File: config.mk
export PLATFORM = sky130hd
export DESIGN_NAME = toggle_pulse_sender
export DESIGN_NICKNAME = d
export VERILOG_FILES = /design/src/rtl/toggle_sync_pkg.sv /design/src/rtl/bit_sync_ff.sv /design/src/rtl/toggle_pulse_sender.sv
export SDC_FILE = /design/constraint.sdc
export NUM_CORES = 1
export LEC_CHECK = 0
export BUFFER_PORTS_ARGS = -buffer_cell sky130_fd_sc_hd__buf_2
export CORE_UTILIZATION = 47
export DETAILED_ROUTE_END_ITERATION = 16
export PLACE_DENSITY = 0.78
export RECOVER_POWER = 50
export SYNTH_ARGS = -nofsm -noshare
export SYNTH_HDL_FRONTEND = slang
export SYNTH_SLANG_ARGS = --single-unit
File: constraint.sdc
create_clock -name clk_a -period 1.85 [get_ports clk_a]
set_input_delay 0.37 -clock clk_a [delete_from_list [all_inputs] [get_ports clk_a]]
set_output_delay 0.37 -clock clk_a [all_outputs]
set_load 0.02 [all_outputs]
File: src/rtl/toggle_sync_pkg.sv
// Shared types and helpers for the toggle-based pulse crossing (sender and receiver sides).
// Latency: n/a (declarations only).
// Backpressure: n/a (declarations only).
package toggle_sync_pkg;

  // Sender FSM: idle, or one toggle outstanding awaiting its acknowledge
  typedef enum logic {
    IDLE     = 1'b0,
    WAIT_ACK = 1'b1
  } tx_state_e;

  // Default synchronizer depth for ack/req toggles crossing domains
  localparam int DEFAULT_SYNC_STAGES = 2;

  // Bits needed to hold a pending count of 0..max_pending
  function automatic int pending_width(input int max_pending);
    return (max_pending < 1) ? 1 : $clog2(max_pending + 1);
  endfunction

endpackage

File: src/rtl/bit_sync_ff.sv
// Single-bit multi-flop synchronizer for level/toggle signals entering this clock domain.
// Latency: SYNC_STAGES clk edges from d_in to q_out.
// Backpressure: none; samples every cycle.
module bit_sync_ff
  import toggle_sync_pkg::*;
#(
  parameter int SYNC_STAGES = DEFAULT_SYNC_STAGES
) (
  input  logic clk,
  input  logic rst_n,
  input  logic d_in,
  output logic q_out
);

  logic [SYNC_STAGES-1:0] sync_q;
  logic [SYNC_STAGES-1:0] sync_d;

  // Shift the raw input into the bottom of the chain
  always_comb begin
    sync_d = {sync_q[SYNC_STAGES-2:0], d_in};
  end

  // Synchronizer flops, cleared on reset
  always_ff @(posedge clk or negedge rst_n) begin
    if (!rst_n) begin
      sync_q <= '0;
    end else begin
      sync_q <= sync_d;
    end
  end

  assign q_out = sync_q[SYNC_STAGES-1];

endmodule

File: src/rtl/toggle_pulse_sender.sv
// Source side of a toggle pulse crossing: queues request pulses and launches one req_tgl flip per acked transfer.
// Latency: pulse counted at edge N, launched at N+1; with loopback ack and 2 sync stages, 4 cycles per transfer.
// Backpressure: up to MAX_PENDING pulses queue behind the one in flight; extra pulses are dropped and flagged.
module toggle_pulse_sender
  import toggle_sync_pkg::*;
#(
  parameter int MAX_PENDING    = 4,
  parameter int SYNC_STAGES    = DEFAULT_SYNC_STAGES,
  parameter int TIMEOUT_CYCLES = 64
) (
  input  logic                                  clk_a,
  input  logic                                  rst_n,
  input  logic                                  pulse_in,
  input  logic                                  ack_tgl_in,
  output logic                                  req_tgl,
  output logic                                  busy,
  output logic                                  done_pulse,
  output logic                                  drop_pulse,
  output logic                                  overflow,
  output logic                                  timeout_err,
  output logic [pending_width(MAX_PENDING)-1:0] pending
);

  localparam int PW = pending_width(MAX_PENDING);
  localparam int TW = (TIMEOUT_CYCLES < 2) ? 1 : $clog2(TIMEOUT_CYCLES);
  localparam logic [PW-1:0] MAX_P  = PW'(MAX_PENDING);
  localparam logic [PW-1:0] ONE_P  = PW'(1);
  localparam logic [TW-1:0] ONE_T  = TW'(1);
  // Counter saturates at the last allowed wait cycle; a zero timeout pins it at 0
  localparam logic [TW-1:0] T_LAST = (TIMEOUT_CYCLES < 1) ? '0 : TW'(TIMEOUT_CYCLES - 1);
  localparam bit TIMEOUT_EN = (TIMEOUT_CYCLES > 0);

  tx_state_e     state_q, state_d;
  logic          req_tgl_q, req_tgl_d;
  logic [PW-1:0] pending_q, pending_d;
  logic [TW-1:0] tcnt_q, tcnt_d;
  logic          done_q, done_d;
  logic          drop_q, drop_d;
  logic          overflow_q, overflow_d;
  logic          timeout_q, timeout_d;

  logic ack_s;
  logic ack_match;
  logic launch;
  logic accept;

  // Bring the destination's acknowledge toggle into clk_a
  bit_sync_ff #(
    .SYNC_STAGES (SYNC_STAGES)
  ) u_ack_sync (
    .clk   (clk_a),
    .rst_n (rst_n),
    .d_in  (ack_tgl_in),
    .q_out (ack_s)
  );

  // The outstanding transfer is acknowledged once the synced ack level equals our request level
  assign ack_match = (ack_s == req_tgl_q);

  // FSM state register
  always_ff @(posedge clk_a or negedge rst_n) begin
    if (!rst_n) begin
      state_q <= IDLE;
    end else begin
      state_q <= state_d;
    end
  end

  // FSM next state: launch whenever work is queued, return to idle on acknowledge
  always_comb begin
    state_d = state_q;
    case (state_q)
      IDLE:     if (pending_q != '0) state_d = WAIT_ACK;
      WAIT_ACK: if (ack_match) state_d = IDLE;
      default:  state_d = IDLE;
    endcase
  end

  // FSM outputs and queue bookkeeping; a pulse in the launch cycle may take the freed slot
  always_comb begin
    launch     = (state_q == IDLE) && (pending_q != '0);
    accept     = pulse_in && ((pending_q < MAX_P) || launch);
    req_tgl_d  = req_tgl_q ^ launch;
    pending_d  = pending_q;
    if (accept && !launch) begin
      pending_d = pending_q + ONE_P;
    end else if (!accept && launch) begin
      pending_d = pending_q - ONE_P;
    end
    drop_d     = pulse_in && !accept;
    overflow_d = overflow_q | drop_d;
    done_d     = (state_q == WAIT_ACK) && ack_match;
    tcnt_d     = tcnt_q;
    timeout_d  = timeout_q;
    if (launch) begin
      tcnt_d = '0;
    end else if ((state_q == WAIT_ACK) && !ack_match) begin
      if (tcnt_q != T_LAST) tcnt_d = tcnt_q + ONE_T;
      if (TIMEOUT_EN && (tcnt_q == T_LAST)) timeout_d = 1'b1;
    end
  end

  // Datapath and status flops; sticky flags only clear on reset
  always_ff @(posedge clk_a or negedge rst_n) begin
    if (!rst_n) begin
      req_tgl_q  <= 1'b0;
      pending_q  <= '0;
      tcnt_q     <= '0;
      done_q     <= 1'b0;
      drop_q     <= 1'b0;
      overflow_q <= 1'b0;
      timeout_q  <= 1'b0;
    end else begin
      req_tgl_q  <= req_tgl_d;
      pending_q  <= pending_d;
      tcnt_q     <= tcnt_d;
      done_q     <= done_d;
      drop_q     <= drop_d;
      overflow_q <= overflow_d;
      timeout_q  <= timeout_d;
    end
  end

  assign req_tgl     = req_tgl_q;
  assign pending     = pending_q;
  assign done_pulse  = done_q;
  assign drop_pulse  = drop_q;
  assign overflow    = overflow_q;
  assign timeout_err = timeout_q;
  // Decoded from flops only, so pulse_in has no combinational path to busy
  assign busy        = (state_q == WAIT_ACK) || (pending_q != '0);

endmodule
==> results.py <==
metrics = {
    "floorplanning": {
        "die_y_um": 42.0,
        "row_count": 14,
        "initial_core_util_pct": 50.0,
        "die_area_sq_um": 1770,
        "io_pins": 13,
        "die_w_um": 42.0,
        "core_sq_um": 1510,
    },
    "placed_design": {
        "io_buffers": 12,
        "place_hpwl_um": 929,
        "place_congestion": 0.762,
    },
    "detailed_routing": {
        "wirelength_um": 1360,
        "dr.pass1.iters": 4,
        "drtIter0Drc": 6,
        "route.detailed.drc": 0,
        "postRouteAntennaNets": 0,
        "routedWlPerCell_um": 13.3,
        "num_vias": 547,
        "viasPerCell": 5.36,
    },
    "power": {
        "vdd_drop_max_uv": 1380,
        "clockPowerShare_pct": 12.3,
        "power.density_nw_per_um2": 1660,
        "p_int_mw": 0.925,
        "pwr-share-comb_pct": 50.0,
        "p_total_mw": 1.58,
        "p_switching_mw": 0.653,
        "p_leak_nw": 0.431,
        "power_frac_seq_pct": 37.7,
        "p_sw_share_pct": 41.4,
    },
    "synthesis": {
        "synth_area_sq_um": 753,
        "synth_cells": 63,
        "synth_nets": 70,
        "synth_commonest_cells": "dfrtp_1 (17), nor2_1 (6), inv_1 (5)",
        "ys_warn_count": 0,
        "ys_ff_latch": 17,
        "synth.most_common_cell": "dfrtp_1",
        "synthDistinctLibCells": 26,
        "syn_avg_cell_area_sq_um": 12.0,
        "synth_top_cell_by_area": "dfrtp_1",
        "yosysSeqAreaShare_pct": 56.5,
        "async_flop_share_pct": 100,
        "synth_edf_count": 0,
        "synthTopCellsByArea": "dfrtp_1 (56%), xor2_1 (4.7%), ha_1 (3.3%)",
        "synth_flop_cell": "dfrtp_1",
        "yosys.area.top_type_share_pct": 56.5,
    },
    "clock_network": {
        "cts_buffer_depth": 2,
        "cts_root_buffer": "clkbuf_4",
        "clock_latency_ns": 0.29,
        "cts_sinks": 17,
        "cts.clk_slew.worst_paths_ns": 0.10,
        "numCtsBuffers": 3,
        "cts_tree": "yes",
        "h-tree-depth": 1,
    },
    "timing": {
        "finalWorstSetupSlack_ns": -0.0576,
        "max_freq_ghz": 0.524,
        "skew_ns": 0.00915,
        "slew_viol_final": 0,
        "fin_hold_ws_ns": 0.175,
        "setup_viol": 1,
        "hold_viol": 0,
        "period_share_pct": 103,
        "rsz0062_at_grt": "yes",
        "tightest_slew_ns": 0.879,
        "period_needed_ns": 1.91,
        "relSlewSlack_pct": 41.4,
    },
    "critical_path": {
        "end_kind": "flip-flop",
        "crit_path_max_fanout": 2,
        "arrival_ns": 2.11,
        "critPathKind": "flip-flop to flip-flop",
        "crit_path_start_kind": "flip-flop",
        "required_ns": 2.06,
    },
    "layout": {
        "top_register": "tcnt_q",
        "largest_reg_flops": 6,
        "nets": 94,
        "nFillCells": 124,
        "drive_above_1_share_pct": 40.7,
        "num_antenna_cells": 0,
        "syn_to_final_growth_pct": 26.4,
    },
    "run_status": {
        "violations": "setup timing",
        "status": "finished, violations left",
    },
    "run": {
        "maxCapViolations": 0,
    },
    "hold_path": {
        "min_path_type": "primary input to flip-flop",
    },
    "grt": {
        "first_global_vias": 522,
        "grt_max_degree": 18,
        "grt_overflow": 0,
        "grt_pass1_wl_um": 2250,
        "track_usage_pct": 17.6,
        "antenna_found_initial": 0,
    },
}
[worst max-delay path, cell delays in order, from the launching register on]
cell and delay, ns:
dfrtp_2 0.44, nor3_4 0.23, nor2_4 0.05, inv_2 0.07, ha_4 0.14, inv_2 0.04, fa_2 0.35, xor2_1 0.14
nor2_1 0.16, xor2_1 0.20
[stage by stage]
stage               util (%)  setup slack [ns]  instance area [sq um]  cells    TNS, ns
detailed placement      59.6         -0.000488                    898     96  -0.000488
CTS                     62.1            0.0141                    936    101          0
global route            63.2            -0.136                    952    102     -0.136
global placement        59.6            0.0317                    898     96          0
floorplan                  -           -0.0712                    781     63     -0.118
finish                  63.2           -0.0576                    952    102    -0.0576
[layer usage]
layer  wire length [um]  vias to the layer above  track usage [%]
li1                   -                      265                -
met1                602                      265             22.0
met2                662                       15             27.5
met3                 71                        2             7.76
met4                 18                        0             5.63
met5                  0                        -                0
[what timing repair did]
action                                 in CTS  in global routing
resized for setup                           0                  3
pin swaps                                   4                  4
hold buffers                                1                  0
endpoints found under the hold margin      17                  0
setup buffers                               0                  1
setup endpoints to repair                   1                  2
[cell type report]
type,count,area (sq um),area share [%]
Sequential cell,17,429,45.1
Multi-Input combinational cell,41,343,36.0
Timing Repair Buffer,19,114,12.0
Clock buffer,3,22.5,2.37
Tap cell,16,20.0,2.10
Inverter,5,18.8,1.97
Clock inverter,1,5.00,0.526
[final timing paths]
path                                           start                    to  slack [ns]  depth (start not counted)
min in group asynchronous                      rst_n            pending[2]        0.71                          2
worst min register to register  u_ack_sync.sync_q[0]  u_ack_sync.sync_q[1]        0.36                          0
worst min-delay path                      ack_tgl_in  u_ack_sync.sync_q[0]        0.18                          1
worst max-delay path                      pending[1]            pending[2]       -0.06                          9
max in group asynchronous                      rst_n            pending[1]        0.55                          2
worst max register to register            pending[1]            pending[2]       -0.06                          9
[power groups by stage]
stage / logic (mW) / registers, mW / clock network [mW]
2_1_floorplan: 0.388 / 0.692 / 0
3_3_place_gp: 0.709 / 0.593 / 0
3_5_place_dp: 0.728 / 0.596 / 0
4_1_cts: 0.738 / 0.590 / 0.198
5_1_grt: 0.883 / 0.612 / 0.208
6_report: 0.789 / 0.595 / 0.194
[layout by cell type (no fill, tap or decap), types with 2 or more instances in the layout]
cell type | netlist | final
a21oi_1 | 3 | 3
xor2_1 | 4 | 4
inv_2 | 0 | 2
dfrtp_2 | 0 | 3
clkbuf_4 | 0 | 3
nand2_1 | 3 | 3
buf_2 | 0 | 11
dfrtp_1 | 17 | 14
inv_1 | 5 | 3
nor2_1 | 6 | 5
o31ai_1 | 2 | 2
buf_4 | 0 | 6
nand3_1 | 3 | 3
[cell families after synthesis]
group           synth area share [%]
simple gates                    12.5
compound gates                  11.8
buf+inv                         2.49
flops                           56.5
fa+ha+maj                       5.98
xor+xnor                        7.97
mux                             2.82
Power figures use the tool's default switching activity.
